==> config.mk <==
export PLATFORM = sky130hd
export DESIGN_NAME = button_conditioner
export DESIGN_NICKNAME = d
export VERILOG_FILES = /design/src/rtl/button_conditioner.sv
export SDC_FILE = /design/constraint.sdc
export NUM_CORES = 1
export LEC_CHECK = 0
export ABC_AREA = 1
export CORE_ASPECT_RATIO = 0.9
export CORE_MARGIN = 1.5
export CORE_UTILIZATION = 50
export DETAILED_ROUTE_END_ITERATION = 10
export GPL_TIMING_DRIVEN = 1
export PLACE_DENSITY = 0.86
export RECOVER_POWER = 25
export SLEW_MARGIN = 0
export SYNTH_ARGS = -nofsm -noshare
export SYNTH_HDL_FRONTEND = slang
export SYNTH_SLANG_ARGS = --single-unit
==> constraint.sdc <==
create_clock -name Clk -period 1.61 [get_ports Clk]
set_input_delay 0.483 -clock Clk [delete_from_list [all_inputs] [get_ports Clk]]
set_output_delay 0.483 -clock Clk [all_outputs]
set_load 0.02 [all_outputs]
==> src/rtl/button_conditioner.sv <==
// N-channel synchronizer + debouncer with press/release pulses and optional auto-repeat.
// Latency SYNC_STAGES+DB_CYCLES edges from din to level/pulse; no handshake, sample every cycle.
module button_conditioner #(
  parameter int N             = 2,
  parameter int SYNC_STAGES   = 2,
  parameter int DB_CYCLES     = 16,
  parameter int REPEAT_DELAY  = 0,
  parameter int REPEAT_PERIOD = 8
) (
  input  logic         Clk,
  input  logic         Reset,
  input  logic [N-1:0] din,
  output logic [N-1:0] level,
  output logic [N-1:0] press,
  output logic [N-1:0] release_pulse
);

  localparam int CW   = $clog2(DB_CYCLES + 1);
  localparam int RMAX = (REPEAT_DELAY > REPEAT_PERIOD) ? REPEAT_DELAY : REPEAT_PERIOD;
  localparam int RW   = $clog2(RMAX + 1);
  localparam bit REPEAT_EN = (REPEAT_DELAY != 0);

  localparam logic [1:0] ST_IDLE   = 2'd0;
  localparam logic [1:0] ST_DELAY  = 2'd1;
  localparam logic [1:0] ST_REPEAT = 2'd2;

  logic [N-1:0]  sync_q  [SYNC_STAGES];
  logic [N-1:0]  sync_d  [SYNC_STAGES];
  logic [N-1:0]  s;
  logic [N-1:0]  level_q, level_d;
  logic [N-1:0]  press_q, press_d;
  logic [N-1:0]  release_q, release_d;
  logic [CW-1:0] cnt_q   [N];
  logic [CW-1:0] cnt_d   [N];
  logic [RW-1:0] rc_q    [N];
  logic [RW-1:0] rc_d    [N];
  logic [1:0]    state_q [N];
  logic [1:0]    state_d [N];

  assign s = sync_q[SYNC_STAGES-1];

  always_comb begin
    sync_d[0] = din;
    for (int i = 1; i < SYNC_STAGES; i++) begin
      sync_d[i] = sync_q[i-1];
    end
  end

  always_comb begin
    level_d   = level_q;
    press_d   = '0;
    release_d = '0;
    for (int ch = 0; ch < N; ch++) begin
      cnt_d[ch]   = cnt_q[ch];
      rc_d[ch]    = rc_q[ch];
      state_d[ch] = state_q[ch];

      if (s[ch] == level_q[ch]) begin
        cnt_d[ch] = '0;
      end else if (cnt_q[ch] == CW'(DB_CYCLES - 1)) begin
        level_d[ch] = s[ch];
        cnt_d[ch]   = '0;
        if (s[ch]) press_d[ch]   = 1'b1;
        else       release_d[ch] = 1'b1;
      end else begin
        cnt_d[ch] = cnt_q[ch] + CW'(1);
      end

      // An accepted fall always wins over a repeat pulse in the same cycle.
      if (REPEAT_EN) begin
        case (state_q[ch])
          ST_IDLE: begin
            if (press_d[ch]) begin
              state_d[ch] = ST_DELAY;
              rc_d[ch]    = '0;
            end
          end
          ST_DELAY: begin
            if (release_d[ch]) begin
              state_d[ch] = ST_IDLE;
              rc_d[ch]    = '0;
            end else if (rc_q[ch] == RW'(REPEAT_DELAY - 1)) begin
              press_d[ch] = 1'b1;
              rc_d[ch]    = '0;
              state_d[ch] = ST_REPEAT;
            end else begin
              rc_d[ch] = rc_q[ch] + RW'(1);
            end
          end
          ST_REPEAT: begin
            if (release_d[ch]) begin
              state_d[ch] = ST_IDLE;
              rc_d[ch]    = '0;
            end else if (rc_q[ch] == RW'(REPEAT_PERIOD - 1)) begin
              press_d[ch] = 1'b1;
              rc_d[ch]    = '0;
            end else begin
              rc_d[ch] = rc_q[ch] + RW'(1);
            end
          end
          default: begin
            state_d[ch] = ST_IDLE;
            rc_d[ch]    = '0;
          end
        endcase
      end
    end
  end

  always_ff @(posedge Clk) begin
    if (Reset) begin
      level_q   <= '0;
      press_q   <= '0;
      release_q <= '0;
      for (int i = 0; i < SYNC_STAGES; i++) begin
        sync_q[i] <= '0;
      end
      for (int ch = 0; ch < N; ch++) begin
        cnt_q[ch]   <= '0;
        rc_q[ch]    <= '0;
        state_q[ch] <= ST_IDLE;
      end
    end else begin
      level_q   <= level_d;
      press_q   <= press_d;
      release_q <= release_d;
      for (int i = 0; i < SYNC_STAGES; i++) begin
        sync_q[i] <= sync_d[i];
      end
      for (int ch = 0; ch < N; ch++) begin
        cnt_q[ch]   <= cnt_d[ch];
        rc_q[ch]    <= rc_d[ch];
        state_q[ch] <= state_d[ch];
      end
    end
  end

  assign level         = level_q;
  assign press         = press_q;
  assign release_pulse = release_q;

endmodule

==> results of run 1 <==
==> cell usage after synthesis, drive strengths merged <==
cell   instances  area share (%)
inv           17             8.6
ha             4             6.7
o21ai          2             1.3
xnor2          2             2.4
nor2          17             9.2
nor3           4             2.7
nand3          4             3.4
nand2         12             6.0
nand4          3             4.5
dfxtp         20              54
a21oi          2             1.3
==> how the worst max path moves through the flow <==
stage / slack (ps) / end / depth (start not counted) / startpoint
3_3_place_gp: 150 / level[0] / 1 / level[0]
2_1_floorplan: 390 / level[0] / 7 / cnt_q[0][0]
3_5_place_dp: 150 / level[0] / 1 / level[0]
5_1_grt: 40 / level[0] / 1 / level[0]
4_1_cts: 80 / level[0] / 1 / level[0]
6_report: 90 / level[0] / 1 / level[0]
==> cells by family (layout without fill, tap and decap cells) <==
logic type / after synthesis / after routing / synth area share [%]
adders and majority gates: 4 / 4 / 6.723
AOI/OAI and AO/OA: 4 / 4 / 2.689
buffers and inverters: 17 / 31 / 8.571
and+or+nand+nor: 40 / 40 / 25.88
DFF: 20 / 20 / 53.78
xor gates and xnor gates: 2 / 2 / 2.353
==> what timing repair did <==
item,in CTS,in global routing
setup endpoints to repair,6,0
gates resized for setup,6,0
hold buffers,0,0
==> layout make-up <==
| class | instances | area share (%) |
|---|---|---|
| Sequential cell | 20 | 45.20 |
| Multi-Input combinational cell | 50 | 31.64 |
| Timing Repair Buffer | 10 | 9.746 |
| Inverter | 17 | 7.203 |
| Clock buffer | 4 | 4.096 |
| Tap cell | 15 | 2.119 |
==> registers in the layout, indices dropped and copies added, names as in the netlist <==
signal         flops
release_pulse      2
cnt_q             10
press              2
level              2
sync_q             4
==> stage by stage <==
step                      setup slack [ps]  power [W]  util [%]  hold slack (ps)
after detailed placement             147.7  0.0005437     60.83            395.7
after global placement               151.7  0.0005419     60.83            390.3
final                                89.76  0.0008086     62.60            410.6
after global routing                 39.45  0.0008373     62.60            450.1
after CTS                            79.96  0.0008224     62.86            413.0
after floorplan                      393.0  0.0005289         -            388.3
==> metal layers <==
| metal | GRT usage (%) | up-vias |
|---|---|---|
| met5 | 0 | - |
| met4 | 6.818 | 0 |
| met3 | 2.765 | 0 |
| met2 | 26.47 | 12 |
| met1 | 17.46 | 235 |
| li1 | - | 297 |
==> power groups by stage <==
stage | clock network, W | registers [W] | logic [W]
after CTS | 0.000290 | 0.000505 | 0.0000272
after global placement | 0 | 0.000516 | 0.0000260
after detailed placement | 0 | 0.000516 | 0.0000272
after global routing | 0.000301 | 0.000506 | 0.0000301
final | 0.000278 | 0.000505 | 0.0000253
after floorplan | 0 | 0.000515 | 0.0000135
==> impl_results.md, run 1 <==
* Status: complete, no violations
* Clock transition at the registers of the reported paths at 100 ps
* Routed vias at 544
* Core ar. at 1415 µm²
* Area growth from synthesis to layout at 18.99%
* Share of cells above drive strength 1 at 8.911%
* Crit path cell chain: dlygate4sd2_1
* Die ar. at 1730 µm²
* Max cap viols at 0
* Reg-to-reg setup timing slack at 250 ps
* Routed Antenna Nets at 0
* Vias in the first global route at 467
* Yosys reg bits at 20
* Clk sinks at 20
* Antenna violations before repair at 0
* Vias per cell at 4.690
* TritonCTS buffer count at 3
* GRT Residual Overflow at 0
* Max incr delay on CP at 400 ps
* Flop pwr share at 62.5%
* Max Slew Vio Count at 0
* Pin count of the biggest net entering global routing at 12
* Clock power share at 34.4%
* WL/cell at 9.353 µm
* Register area share after synthesis at 53.78%
* Crit end category: primary output
* Minimum clock period at 1520 ps
* Fin nets at 110
* Mapped cell area at 744.5 µm²
* Syn_nets at 95
* Combinational power share at 3.1%
* Drt drc at 0
* Final worst-path cycle share at 94.42%
* Actual slew at the worst max-slew pin at 216.3 ps
* RSZ-0062 raised after global routing: false
* Iter 0 DRT Violations at 9
* GPL Wtd Cong at 0.7366
* Reg-to-Reg End: level[1]
* Hold Path Class: flop to flop
* Critical Path RT at 1130 ps
* Port Buffer Count at 9
* Slew headroom at 85.64%
* Htree depth at 1
* Non-filler cells, final at 116
* CP delay by family, top: flip-flops
* Peak supply drop at 0.0007067 V
* Reg2reg path depth at 7
* Hold Startpoint: sync_q[0][1]
* Clk root buf: clkbuf_4
* Final HPWL DP at 869.5 µm
* Psw at 0.0001584 W
* Max Used Layer: met3
* Boundary Pins at 10
* Placed insts at 112
* First-pass GRT wire length at 1842 µm
* Worst skew pair latency at 290 ps
* Fmax at 0.6578 GHz
* Design Area, Final at 885.9 µm²
* Drt first pass iters at 5
* Setup violation total in the final timing report at 0
* Met3 wire length at 49 µm
* Area of the multi-input gates at 280.3 µm²
* CP max FO at 5
* Netlist cell types at 15
* CP max stage cell: dfxtp_1
* Fillers at 127
* Overall Global Routing Usage at 14.89%
* Hold Fails Final Rpt at 0
* Num rows at 13
* Initial Util at 52.61%
* Die height at 39.61 µm
* Worst Skew at 0.6915 ps
* Commonest cells after routing, fill and taps aside: dfxtp_1 (20), inv_1 (16), nor2_1 (15), nand2_1 (12), dlygate4sd2_1 (6)
* CTS tree: yes
* Ant. Diodes at 0
* Hold Path Depth at 2
* Max clock buf depth at 2
* Commonest non-fill, non-tap cell in the layout: dfxtp_1
* WP buf/inv at 1
* Power Internal at 0.0006502 W
* Leakage at 0.3712 nW
* Reg-to-reg critical path startpoint: cnt_q[0][5]
* Critical path type: flop to primary output
* Switching Fraction at 19.59%
* Synth warn at 0
* Setup TNS at 0 ps
* Post-DP Area at 860.8 µm²
* Met2 WL post-DR at 537 µm
* Critical path arrival at 1040 ps
* CP startpoint kind: flop
* Mapped Avg Cell Area at 8.557 µm²
* Hold Path Sink: sync_q[0][3]
* Metal-1 WL at 498 µm
* Register Area at 400.4 µm²
* Setup Buffers After CTS at 0
* Cells after Synth at 87
* Pwr per Cell Area at 912.8 nW/µm²
* Die Span X at 43.68 µm
* Routed WL at 1085 µm
(Power assumes the default switching activity.)
==> run 2: changes to the inputs <==
--- a/config.mk
+++ b/config.mk
@@ -6,6 +6,7 @@
 export NUM_CORES = 1
 export LEC_CHECK = 0
 export ABC_AREA = 1
+export CAP_MARGIN = 20
 export CORE_ASPECT_RATIO = 0.9
 export CORE_MARGIN = 1.5
 export CORE_UTILIZATION = 50
==> results of run 2 <==
Final layout, timing and power as in run 1 (identical DEF).
==> run 3: changes to the inputs <==
--- a/config.mk
+++ b/config.mk
@@ -6,6 +6,7 @@
 export NUM_CORES = 1
 export LEC_CHECK = 0
 export ABC_AREA = 1
+export ABC_CLOCK_PERIOD_IN_PS = 1610
 export CAP_MARGIN = 20
 export CORE_ASPECT_RATIO = 0.9
 export CORE_MARGIN = 1.5
==> results of run 3 <==
Final layout, timing and power as in run 1 (identical DEF).
